$ cat src/rtl/band_scan.sv
// band_scan: classifies one scan row per frame into resistor colour codes and
// reports the first three run-length-filtered bands, left to right.
module band_scan #(
  parameter int SCAN_ROW = 360,
  parameter int MIN_RUN  = 8
) (
  input  logic        clk,
  input  logic        reset,
  input  logic [23:0] data_i,
  input  logic        vde_i,
  input  logic        hsync_i,
  input  logic        vsync_i,
  output logic [3:0]  band0_o,
  output logic [3:0]  band1_o,
  output logic [3:0]  band2_o,
  output logic [1:0]  band_cnt_o,
  output logic        valid_o
);
  localparam logic [2:0] IDLE = 3'd0, WAIT_ROW = 3'd1, SCAN = 3'd2, FLUSH = 3'd3, REPORT = 3'd4;
  localparam logic [11:0] ROW = 12'(SCAN_ROW);
  localparam logic [7:0] RUN_HIT = 8'(MIN_RUN - 1);
  logic [7:0] r, g, b, lum, mx, mn;
  logic r_dom, g_dom;
  logic [3:0] code_d, code_q, cur_d, cur_q, last_d, last_q;
  logic [3:0] s0_d, s0_q, s1_d, s1_q, s2_d, s2_q;
  logic [1:0] cnt_d, cnt_q;
  logic [7:0] run_d, run_q;
  logic [2:0] state_d, state_q;
  logic [11:0] row_d, row_q, col_d, col_q;
  logic vld_d, vld_q, vde_q, vs_q, fl_d, fl_q;
  logic vs_rise, vde_fall, start, same, hit;
  always_comb begin
    {r, b, g} = data_i;
    lum = 8'((10'(r) + {1'b0, g, 1'b0} + 10'(b)) >> 2);
    r_dom = r >= g && r >= b;
    g_dom = !r_dom && g >= b;
    mx = r_dom ? r : g_dom ? g : b;
    mn = (r <= g && r <= b) ? r : (g <= b) ? g : b;
    code_d = (mx - mn < 8'd32) ? (lum < 8'd48 ? 4'd0 : lum < 8'd160 ? 4'd8 : lum < 8'd224 ? 4'd9 : 4'd15)
           : r_dom ? (({1'b0, g} + 9'd32 >= {1'b0, r}) ? 4'd4
                    : ({1'b0, g} >= {1'b0, b} + 9'd48) ? 4'd3
                    : (lum < 8'd96) ? 4'd1 : 4'd2)
           : g_dom ? 4'd5
           : ({1'b0, r} >= {1'b0, g} + 9'd32) ? 4'd7 : 4'd6;
  end
  always_comb begin
    vs_rise = vsync_i & ~vs_q;
    vde_fall = vde_q & ~vde_i;
    start = state_q == WAIT_ROW && !vs_rise && row_q == ROW && vde_i;
    vld_d = vde_i & ~hsync_i & (state_q == SCAN || start);
    col_d = vde_i ? col_q + 12'd1 : 12'd0;
    row_d = vs_rise ? 12'd0 : vde_fall ? row_q + 12'd1 : row_q;
    state_d = state_q;
    fl_d = 1'b0;
    case (state_q)
      IDLE:     state_d = vs_rise ? WAIT_ROW : IDLE;
      WAIT_ROW: state_d = start ? SCAN : WAIT_ROW;
      SCAN:     state_d = vs_rise ? WAIT_ROW : vde_fall ? FLUSH : SCAN;
      FLUSH: begin
        fl_d = 1'b1;
        state_d = fl_q ? REPORT : FLUSH;
      end
      default:  state_d = IDLE;
    endcase
    // a band is accepted exactly once, on the cycle its run reaches MIN_RUN
    same = code_q == cur_q;
    hit = vld_q && same && run_q == RUN_HIT;
    cur_d = vld_q ? code_q : cur_q;
    run_d = !vld_q ? run_q : !same ? 8'd1 : (run_q == 8'hFF) ? run_q : run_q + 8'd1;
    last_d = last_q;
    cnt_d = cnt_q;
    s0_d = s0_q;
    s1_d = s1_q;
    s2_d = s2_q;
    if (start) begin
      run_d = 8'd0;
      last_d = 4'hF;
      cnt_d = 2'd0;
      s0_d = 4'hF;
      s1_d = 4'hF;
      s2_d = 4'hF;
    end else if (hit && cur_q == 4'hF) begin
      last_d = 4'hF;
    end else if (hit && cur_q != last_q && cnt_q != 2'd3) begin
      last_d = cur_q;
      cnt_d = cnt_q + 2'd1;
      s0_d = cnt_q == 2'd0 ? cur_q : s0_q;
      s1_d = cnt_q == 2'd1 ? cur_q : s1_q;
      s2_d = cnt_q == 2'd2 ? cur_q : s2_q;
    end
  end
  always_ff @(posedge clk or posedge reset) begin
    if (reset) begin
      state_q <= IDLE;
      code_q <= 4'hF;
      cur_q <= 4'hF;
      last_q <= 4'hF;
      s0_q <= 4'hF;
      s1_q <= 4'hF;
      s2_q <= 4'hF;
      cnt_q <= 2'd0;
      run_q <= 8'd0;
      row_q <= 12'd0;
      col_q <= 12'd0;
      vld_q <= 1'b0;
      vde_q <= 1'b0;
      vs_q <= 1'b0;
      fl_q <= 1'b0;
      band0_o <= 4'hF;
      band1_o <= 4'hF;
      band2_o <= 4'hF;
      band_cnt_o <= 2'd0;
      valid_o <= 1'b0;
    end else begin
      state_q <= state_d;
      code_q <= code_d;
      cur_q <= cur_d;
      last_q <= last_d;
      s0_q <= s0_d;
      s1_q <= s1_d;
      s2_q <= s2_d;
      cnt_q <= cnt_d;
      run_q <= run_d;
      row_q <= row_d;
      col_q <= col_d;
      vld_q <= vld_d;
      vde_q <= vde_i;
      vs_q <= vsync_i;
      fl_q <= fl_d;
      valid_o <= state_q == REPORT;
      if (state_q == REPORT) begin
        band0_o <= s0_q;
        band1_o <= s1_q;
        band2_o <= s2_q;
        band_cnt_o <= cnt_q;
      end
    end
  end
endmodule

$ cat config.mk
export PLATFORM = sky130hd
export DESIGN_NAME = band_scan
export DESIGN_NICKNAME = d
export VERILOG_FILES = /design/src/rtl/band_scan.sv
export SDC_FILE = /design/constraint.sdc
export NUM_CORES = 1
export LEC_CHECK = 0
export ABC_CLOCK_PERIOD_IN_PS = 2700
export CAP_MARGIN = 20
export CORE_ASPECT_RATIO = 1.4
export CORE_MARGIN = 1
export CORE_UTILIZATION = 59
export DETAILED_ROUTE_END_ITERATION = 7
export GPL_ROUTABILITY_DRIVEN = 0
export PLACE_DENSITY = 0.82
export SETUP_SLACK_MARGIN = 0.05
export SLEW_MARGIN = 30
export SYNTH_ARGS = -nofsm -noshare
export SYNTH_HDL_FRONTEND = slang
export SYNTH_SLANG_ARGS = --single-unit
$ cat constraint.sdc
create_clock -name clk -period 2.7 [get_ports clk]
set_input_delay 0.675 -clock clk [delete_from_list [all_inputs] [get_ports clk]]
set_output_delay 0.675 -clock clk [all_outputs]
set_load 0.02 [all_outputs]
==> flow_metrics.tcl, run 1 <==
set metrics [dict create \
    ys.flop_type "dfstp_2" \
    drt-total-wl_mm 16.9 \
    grt_max_degree 42 \
    insertedDiodeCount 0 \
    synth_seq_cells 68 \
    placement.io_buffers 43 \
    cts_buffers 9 \
    synthSimpleGateAreaFrac 0.178 \
    via_count 5237 \
    cts_sinks 68 \
    relSlewSlack 0.648 \
    skew_ps 6.34 \
    dieArea_sq_um 9340 \
    ys_warn_count 0 \
    syn_inst 557 \
    timing.setup.tns_ps -5010 \
    hp-class "flop to flop" \
    crit_path_top_delay_cell "o31ai_4" \
    drc 0 \
    cts_root_buffer "clkbuf_16" \
    drt_first_pass_iters 5 \
    synth_edf_count 0 \
    syn2layout_area_growth_pct 40.9 \
    use_met2 0.666 \
    dp.cells 791 \
    first_global_vias 5456 \
    cpPeakStageDelay_ps 340 \
    drive_gt1_frac 0.429 \
    pre_cts_ws_ps -1840 \
    grt_pass1_wl_mm 24.6 \
    drt_iter0_drc 313 \
    final_cells 828 \
    hold_viol 0 \
    die_w_um 82.0 \
    final_nets 808 \
    core_sq_um 8660 \
    htreeDepth 3 \
    setup_ws_ps -1320 \
    async_reset_ff_frac 1.00 \
    leakagePower_nw 3.37 \
    status "finished, violations left" \
    cp_max_fo 7 \
    netlist_area_sq_um 5280 \
    cp.arrival_ps 4290 \
    cts_tree "built" \
    setup-violations-final 4 \
    post-route-period-util 1.49 \
    required_ps 2980 \
    initial_core_util 0.610 \
    ys_types 78 \
    violations "setup timing" \
    cts_buffer_depth 2 \
    antenna_left 0 \
    post-route-min-period_ps 4020 \
    ir_drop_v 0.000648 \
    tightest_slew_ps 527 \
    synthAdderAreaFrac 0.154 \
    path_class "primary input to flop" \
    whs_ps 520 \
    antenna_found_initial 0 \
    critPathCaptureType "flop" \
    power_density_nw_per_um2 518 \
    clk_latency_ps 330 \
    fmax_mhz 249 \
    power_w 0.00386 \
    place_hpwl_mm 11.1 \
    top_usage_layer "met2" \
    ios 44 \
    grt-ovfl-total 0 \
    viasPerCell 6.32 \
    maxCapViolations 0 \
    critPathLaunchType "primary input" \
    synth_top_family_by_area "simple AND/OR/NAND/NOR gates" \
    synth_seq_area_share 0.331 \
    groute.usage.overall 0.353 \
    die_h_um 114 \
    synth_compound_area_frac 0.173 \
    row_count 40 \
    wl_per_cell_um 20.4 \
    drv_slew 0 \
    cts.reportedPaths.clkPinSlew_ps 60 \
    synthMuxAreaShare 0.0801 \
    grt_setup_unrepaired "yes" \
    crit_chain "buf_8, inv_6, buf_12, ha_4, nand4_1, buf_4, o31ai_4, nor2_4, buf_4, a21oi_1, ha_2, a21oi_2, nand2_1, a21oi_1, nor2b_1, o21ai_0, o21ai_1, nand3_1, o31ai_1, o21ba_1" \
    met3_usage 0.0696 \
    synth-xor-area-share 0.0497 \
    avgSynthCellArea_sq_um 9.48 \
    syn_nets 647 \
    use_met1 0.296 \
]
==> timing repair <==
action | in CTS | in global routing
gates cloned | 1 | 0
setup endpoints to repair | 4 | 5
setup buffers | 14 | 6
hold buffers | 0 | 0
gates resized for setup | 119 | 53
pin swaps | 31 | 35
==> routing by layer <==
layer	share of wire	up-vias
li1	-	2310
met1	0.32	2520
met2	0.55	283
met3	0.047	124
met4	0.085	0
met5	0	-
==> synthesized netlist by cell type, types with 2 or more instances <==
| cell | count | area, sq um |
|---|---|---|
| a211o_1 | 2 | 17.5 |
| o21ai_1 | 4 | 20.0 |
| or3b_1 | 4 | 35.0 |
| a22oi_1 | 2 | 15.0 |
| o21ai_0 | 18 | 90.1 |
| nand3b_1 | 2 | 15.0 |
| nand2b_1 | 5 | 31.3 |
| o21a_1 | 7 | 52.6 |
| fa_1 | 7 | 140 |
| nor3b_1 | 5 | 37.5 |
| a21oi_2 | 7 | 61.3 |
| nand2_1 | 41 | 154 |
| mux2i_1 | 22 | 220 |
| o31ai_1 | 3 | 22.5 |
| dfrtp_1 | 32 | 801 |
| a21oi_1 | 51 | 255 |
| mux2_2 | 18 | 203 |
| nor2b_1 | 7 | 43.8 |
| nand4_1 | 10 | 62.6 |
| inv_1 | 32 | 120 |
| and3_1 | 7 | 43.8 |
| dfstp_2 | 36 | 946 |
| xor2_1 | 9 | 78.8 |
| nand3_1 | 11 | 55.1 |
| or2_2 | 2 | 12.5 |
| o31a_1 | 3 | 26.3 |
| xnor2_1 | 16 | 140 |
| o31ai_2 | 2 | 25.0 |
| ha_1 | 54 | 676 |
| clkbuf_1 | 11 | 41.3 |
| or3_1 | 3 | 18.8 |
| o21ai_2 | 3 | 26.3 |
| buf_2 | 4 | 20.0 |
| nor3_1 | 8 | 40.0 |
| nor2_1 | 59 | 221 |
| a211oi_1 | 2 | 15.0 |
| a21o_1 | 6 | 45.0 |
| or4_1 | 2 | 15.0 |
==> through the flow <==
stage | cell area, sq um | utilization
5_1_grt | 7440 | 0.860
3_5_place_dp | 6610 | 0.764
4_1_cts | 7220 | 0.834
6_report | 7440 | 0.860
2_1_floorplan | 5370 | -
3_3_place_gp | 6610 | 0.764
==> cell usage in the layout, fill, tap and decap left out, types with 8 or more instances in the layout <==
| cell type | Yosys | routed |
|---|---|---|
| clkdlybuf4s50_1 | 0 | 19 |
| a21oi_2 | 7 | 15 |
| a21oi_1 | 51 | 40 |
| nor2_1 | 59 | 52 |
| clkbuf_2 | 0 | 8 |
| o21ai_0 | 18 | 16 |
| ha_4 | 0 | 18 |
| buf_4 | 0 | 112 |
| mux2_2 | 18 | 18 |
| nand4_1 | 10 | 10 |
| nand3_1 | 11 | 11 |
| clkbuf_16 | 0 | 9 |
| buf_2 | 4 | 10 |
| ha_1 | 54 | 34 |
| xor2_1 | 9 | 9 |
| dfstp_2 | 36 | 36 |
| mux2i_1 | 22 | 20 |
| inv_1 | 32 | 24 |
| nand2_1 | 41 | 38 |
| buf_6 | 0 | 11 |
| xnor2_1 | 16 | 16 |
| dfrtp_1 | 32 | 32 |
==> power breakdown <==
group	internal (W)	switching [W]	total, W
clock network	0.000832	0.000405	0.00124
logic	0.000729	0.000790	0.00152
registers	0.00108	0.0000265	0.00110
total	0.00264	0.00122	0.00386
==> final timing paths <==
path / start / end / slack [ps] / cells past startpoint
min in group asynchronous: reset / state_q[1] / 730 / 3
max: data_i[13] / code_q[1] / -1320 / 20
max reg2reg: cur_q[1] / s0_q[1] / 320 / 7
max in group asynchronous: reset / cur_q[0] / 1550 / 3
min: band_cnt_o[0] / band_cnt_o[0] / 520 / 1
min reg2reg: band_cnt_o[0] / band_cnt_o[0] / 520 / 1
==> kinds of logic after synthesis <==
family | count (synthesis)
mux | 40
simple gates | 182
fa+ha+maj | 61
xor+xnor | 27
buf+inv | 47
flops | 68
compound gates | 132
==> final cells by class <==
class | instances | area, sq um
clock buffer | 12 | 246
clock inverter | 4 | 72.6
fill | 432 | 1220
inverter | 32 | 128
multi-input combinational | 442 | 3790
sequential | 68 | 1750
tap | 105 | 131
timing repair buffer | 165 | 1330
==> worst max-delay path: cells and delay by family <==
family | cells | cell delay (ps)
fa+ha+maj | 2 | 590
compound gates | 8 | 1740
simple gates | 5 | 670
buf+inv | 5 | 610
==> sequential cells by signal, indices dropped and copies added (netlist names), 3 cells and up <==
| name | count |
|---|---|
| band0_o | 4 |
| band1_o | 4 |
| band2_o | 4 |
| code_q | 4 |
| cur_q | 4 |
| last_q | 4 |
| row_q | 12 |
| run_q | 8 |
| s0_q | 4 |
| s1_q | 4 |
| s2_q | 4 |
| state_q | 3 |
Power figures use the tool's default switching activity.
==> inputs of run 2 (changes only) <==
--- a/config.mk
+++ b/config.mk
@@ -5,15 +5,17 @@
 export SDC_FILE = /design/constraint.sdc
 export NUM_CORES = 1
 export LEC_CHECK = 0
+export ABC_AREA = 1
 export ABC_CLOCK_PERIOD_IN_PS = 2700
 export CAP_MARGIN = 20
-export CORE_ASPECT_RATIO = 1.4
+export CORE_ASPECT_RATIO = 0.5
 export CORE_MARGIN = 1
 export CORE_UTILIZATION = 59
 export DETAILED_ROUTE_END_ITERATION = 7
 export GPL_ROUTABILITY_DRIVEN = 0
 export PLACE_DENSITY = 0.82
 export SETUP_SLACK_MARGIN = 0.05
+export SKIP_LAST_GASP = 1
 export SLEW_MARGIN = 30
 export SYNTH_ARGS = -nofsm -noshare
 export SYNTH_HDL_FRONTEND = slang
==> run 2 against run 1 <==
Net effect:
- the flow still finishes with violations (setup timing)
- largest power group unchanged
- die area fell by 2.7%
- sequential cell count unchanged
- register-to-register slack better by 20 ps
- worst setup slack improved by 600 ps
- wire length rose by 16%
- worst hold slack worse by 28 ps
- cell count grew 11%
- critical path type unchanged
==> flow_metrics.tcl, run 2 <==
set metrics [dict create \
    drt-total-wl_mm 19.5 \
    hold_viol 0 \
    async_reset_ff_frac 1.00 \
    drt_iter0_drc 612 \
    ios 44 \
    reg_top3 "row_q: 12 flops, run_q: 8 flops" \
    drc 0 \
    syn2layout_area_growth_pct 47.1 \
    ys_warn_count 0 \
    skew_ps 5.41 \
    drt_first_pass_iters 7 \
    place_hpwl_mm 9.47 \
    viasPerCell 6.41 \
    drv_slew 0 \
    required_ps 2960 \
    synth_top_area_share 0.185 \
    cts_tree "built" \
    setup_ws_ps -720 \
    num-fill-cells 304 \
    cp_max_fo 5 \
    synth_common_cells "145 x nand2_1, 108 x inv_1, 54 x ha_1" \
    antenna_found_initial 0 \
    placement.io_buffers 43 \
    violations "setup timing" \
    cp.arrival_ps 3680 \
    cts_buffer_depth 2 \
    cts_root_buffer "clkbuf_16" \
    leakagePower_nw 3.67 \
    grt_pass1_wl_mm 25.5 \
    syn_nets 739 \
    dieArea_sq_um 9090 \
    synth_largest_area_cell "dfstp_2" \
    grt_max_degree 69 \
    die_h_um 67.9 \
    critPathLaunchType "primary input" \
    dp.cells 877 \
    final_cells 919 \
    tightest_slew_ps 759 \
    status "finished, violations left" \
    hp-class "flop to flop" \
    die_w_um 134 \
    syn_inst 649 \
    timing.setup.tns_ps -2830 \
    cts_sinks 68 \
    yosysMostFrequentCell "nand2_1" \
    whs_ps 492 \
    synth_seq_area_share 0.341 \
    grt-ovfl-total 0 \
    insertedDiodeCount 0 \
    groute.usage.overall 0.368 \
    fmax_mhz 292 \
    initial_core_util 0.625 \
    post-route-min-period_ps 3420 \
    ir_drop_v 0.000502 \
    grt_setup_unrepaired "yes" \
    core_sq_um 8200 \
    post-route-period-util 1.27 \
    ys_types 48 \
    maxCapViolations 0 \
    largest_register_ffs 12 \
    netlist_area_sq_um 5130 \
    ys.flop_type "dfstp_2" \
    antenna_left 0 \
    setup-violations-final 4 \
    via_count 5887 \
    htreeDepth 3 \
    power_density_nw_per_um2 562 \
    wl_per_cell_um 21.3 \
    critPathCaptureType "flop" \
    final_common_cell "nand2_1" \
    cts_buffers 9 \
    clk_latency_ps 340 \
    row_count 23 \
    final_cell_mix "117 x nand2_1, 98 x buf_4, 90 x inv_1" \
    relSlewSlack 0.493 \
    ys_top_cells_by_area "dfstp_2 18%, dfrtp_1 16%, ha_1 13%" \
    synth_edf_count 0 \
    avgSynthCellArea_sq_um 7.90 \
    final_nets 892 \
    largest_register "row_q" \
    synth_seq_cells 68 \
    path_class "primary input to flop" \
    cts.reportedPaths.clkPinSlew_ps 50 \
    drive_gt1_frac 0.400 \
    first_global_vias 5390 \
]
==> run 2: stage by stage <==
stage | worst slack (ps) | util | area [sq um] | power (W)
2_1_floorplan | -352 | - | 5320 | 0.00192
3_3_place_gp | -1100 | 0.789 | 6470 | 0.00230
3_5_place_dp | -1250 | 0.789 | 6470 | 0.00235
4_1_cts | -264 | 0.880 | 7210 | 0.00384
5_1_grt | -785 | 0.919 | 7540 | 0.00438
6_report | -720 | 0.919 | 7540 | 0.00424
==> run 2: path summary, 6_finish.rpt <==
kind	from	slack, ps	cells after the start	end
min in group asynchronous	reset	750	3	band_cnt_o[1]
max	data_i[21]	-720	22	code_q[1]
max in group asynchronous	reset	1630	3	code_q[1]
max reg2reg	run_q[1]	340	12	run_q[4]
min	code_q[0]	490	2	cur_q[0]
min reg2reg	code_q[0]	490	2	cur_q[0]
==> run 2: power by group <==
part	leakage [nW]	switching, W	internal (W)
Combinational	2.71	0.00102	0.000740
Clock	0.168	0.000435	0.000886
Sequential	0.783	0.0000488	0.00111
==> run 2: worst max-delay path, stage by stage <==
cell	delay (ps)
buf_2	150
ha_4	260
a21oi_1	160
nor2_1	110
nor2_2	200
nand3_4	120
nand2_8	140
nand2_8	90
buf_12	130
o22ai_1	180
a21oi_1	100
ha_1	390
a21oi_2	110
o21a_1	200
nand2_1	90
nand2_1	90
nand2_1	100
inv_2	50
nor2_4	130
nand2_4	90
nand2_2	80
nand2_2	50
==> run 2: kinds of logic after synthesis <==
| logic type | count (synthesis) | synth area share |
|---|---|---|
| and+or+nand+nor | 250 | 0.230 |
| AOI/OAI and AO/OA | 129 | 0.146 |
| buffers and inverters | 123 | 0.0915 |
| DFF | 68 | 0.341 |
| adders and majority gates | 61 | 0.159 |
| xor gates and xnor gates | 14 | 0.0239 |
| muxes | 4 | 0.00879 |
==> run 2: area by class of cell <==
| class | count | area (sq um) | share of cell area |
|---|---|---|---|
| clock inverters | 4 | 70.1 | 0.00929 |
| flip-flops and latches | 68 | 1750 | 0.232 |
| repair buffers | 149 | 1230 | 0.164 |
| multi-input cells | 459 | 3600 | 0.478 |
| clock buffers | 12 | 268 | 0.0355 |
| inverters | 115 | 477 | 0.0632 |
| well taps | 112 | 140 | 0.0186 |
==> run 2: metal layers <==
layer  track usage  wire (um)  share of wire  up-vias
met2         0.693       8850           0.45      528
met3        0.0822       2240           0.11      209
li1              -          -              -     2453
met5             0          0              0        -
met4         0.196       1520          0.078        0
met1         0.402       6940           0.35     2697
==> run 2: timing repair <==
action	in CTS	in global routing
hold buffers	0	0
gates resized for setup	164	75
setup endpoints to repair	4	4
setup buffers	20	5
pin swaps	48	40
cloned	0	1
==> inputs of run 3 (changes only) <==
--- a/config.mk
+++ b/config.mk
@@ -6,7 +6,6 @@
 export NUM_CORES = 1
 export LEC_CHECK = 0
 export ABC_AREA = 1
-export ABC_CLOCK_PERIOD_IN_PS = 2700
 export CAP_MARGIN = 20
 export CORE_ASPECT_RATIO = 0.5
 export CORE_MARGIN = 1
==> constraint.sdc (replaced) <==
create_clock -name clk -period 2.7 [get_ports clk]
set_input_delay 0.54 -clock clk [delete_from_list [all_inputs] [get_ports clk]]
set_output_delay 0.54 -clock clk [all_outputs]
set_load 0.02 [all_outputs]
==> run 3 against run 2 <==
Net effect:
- the run still ends with setup timing left
- via count is 0.34% lower
- largest power group unchanged
- sequential power hardly changed
- global-route usage is 0.91 points lower
- critical path depth is 2 higher
- total power is 4.1% lower
- sequential cell count stayed put
- critical endpoint unchanged
- non-clock buffer count is 7 higher
==> flow_metrics.tcl, run 3 (synthesis gave the netlist of run 2 again) <==
set metrics [dict create \
    htreeDepth 3 \
    reg_top3 "row_q: 12 flops, run_q: 8 flops" \
    crit_chain "buf_2, inv_1, ha_2, inv_1, nand2_1, nand2_2, nand2_1, nand2_2, nand2_4, nand2_4, nand2_4, o211ai_1, o21ai_2, ha_4, a21oi_4, o21bai_1, a31oi_1, nand2_1, nand2_1, nand2_2, nor2_4, nand2_4, nand2_2, nand2_2" \
    cp_max_fo 5 \
    fmax_mhz 274 \
    antenna_found_initial 1 \
    final_cells 926 \
    drive_gt1_frac 0.404 \
    drt_iter0_drc 749 \
    power_density_nw_per_um2 545 \
    grt_max_degree 69 \
    setup_ws_ps -944 \
    grt_pass1_wl_mm 25.0 \
    core_sq_um 8200 \
    place_hpwl_mm 9.71 \
    drt-total-wl_mm 19.8 \
    final_cell_mix "115 x nand2_1, 108 x buf_4, 92 x inv_1" \
    pre_cts_ws_ps -1060 \
    fin_area_sq_um 7450 \
    critPathLaunchType "primary input" \
    post-route-min-period_ps 3640 \
    cts.reportedPaths.clkPinSlew_ps 50 \
    initial_core_util 0.625 \
    ios 44 \
    drv_slew 0 \
    dieArea_sq_um 9090 \
    cts_tree "built" \
    crit_top_cell "nand2_2" \
    placement.io_buffers 43 \
    final_common_cell "nand2_1" \
    via_count 5867 \
    cp.arrival_ps 3900 \
    insertedDiodeCount 0 \
    required_ps 2960 \
    cpPeakStageDelay_ps 470 \
    critPathCaptureType "flop" \
    place_area_sq_um 6450 \
    timing.setup.tns_ps -3740 \
    maxCapViolations 0 \
    fin_util 0.909 \
    cts_root_buffer "clkbuf_16" \
    violations "setup timing" \
    cts_buffer_depth 2 \
    num-fill-cells 318 \
    grt-ovfl-total 0 \
    drt_first_pass_iters 8 \
    syn2layout_area_growth_pct 45.4 \
    viasPerCell 6.34 \
    clk_latency_ps 330 \
    crit_path_top_delay_cell "o211ai_1" \
    die_h_um 67.9 \
    row_count 23 \
    status "finished, violations left" \
    die_w_um 134 \
    tightest_slew_ps 751 \
    hold_viol 0 \
    dp.cells 874 \
    grt_setup_unrepaired "yes" \
    relSlewSlack 0.498 \
    cts_sinks 68 \
    antenna_left 0 \
    drc 0 \
    leakagePower_nw 3.66 \
    final_nets 899 \
    first_global_vias 5372 \
    ir_drop_v 0.000479 \
    skew_ps 6.50 \
    cts_buffers 9 \
    path_class "primary input to flop" \
    ctsHoldBuffers 0 \
    setup-violations-final 4 \
    post-route-period-util 1.35 \
    crit_path_start "data_i[0]" \
    groute.usage.overall 0.359 \
    wl_per_cell_um 21.4 \
    largest_register "row_q" \
    r2r_start "cur_q[0]" \
    min_from "band1_o[3]" \
    hp-class "flop to flop" \
    largest_register_ffs 12 \
]
## run 3: cell types whose count changed in the layout (fill, tap and decap cells not counted), sizes merged
cell / before / now
buf: 126 / 137
clkbuf: 15 / 12
bufinv: 2 / 1
clkdlybuf4s15: 1 / 0
clkinv: 2 / 1
clkinvlp: 0 / 1
inv: 115 / 116
## run 3: final timing paths
path,to,slack (ps),cells past startpoint
setup / recovery,code_q[1],-940,24
hold / removal,band1_o[3],490,2
setup reg to reg,s1_q[3],590,8
hold reg to reg,band1_o[3],490,2
max in group asynchronous,last_q[0],1770,3
min in group asynchronous,state_q[2],600,3
## run 3: layer usage
metal,part of all wire,GRT usage,routed length [um],up-vias
met5,0.00066,0,13,-
met4,0.098,0.249,1950,2
met3,0.12,0.0630,2430,227
met2,0.43,0.664,8530,500
met1,0.35,0.393,6910,2667
li1,-,-,-,2471
## run 3: layout make-up
type                            count  area, sq um  area share
Tap cell                          112          140      0.0188
Sequential cell                    68         1750       0.234
Clock inverter                      4         48.8     0.00655
Multi-Input combinational cell    459         3520       0.472
Clock buffer                       12          246      0.0331
Inverter                          115          482      0.0646
Timing Repair Buffer              156         1270       0.171
## run 3: critical path: cells and delay by family
kind	cells	cell delay (ps)
fa+ha+maj	2	510
simple gates	14	1360
buf+inv	3	300
compound gates	5	1170
## run 3: per-stage QoR
step | power [W] | hold slack [ps]
after floorplan | 0.00192 | 456
after global placement | 0.00230 | 468
after detailed placement | 0.00235 | 481
after CTS | 0.00371 | 490
after global routing | 0.00421 | 519
final | 0.00406 | 489
## run 3: timing repair
action	CTS	global route
setup buffers	25	10
setup endpoints to repair	4	4
pin swaps	67	33
cloned	1	0
gates resized for setup	201	32
## run 3: where the power goes
part	switching, W	total (W)	internal, W
Sequential	0.0000521	0.00116	0.00111
Combinational	0.00101	0.00175	0.000746
Clock	0.000412	0.00115	0.000739
Total	0.00147	0.00406	0.00259
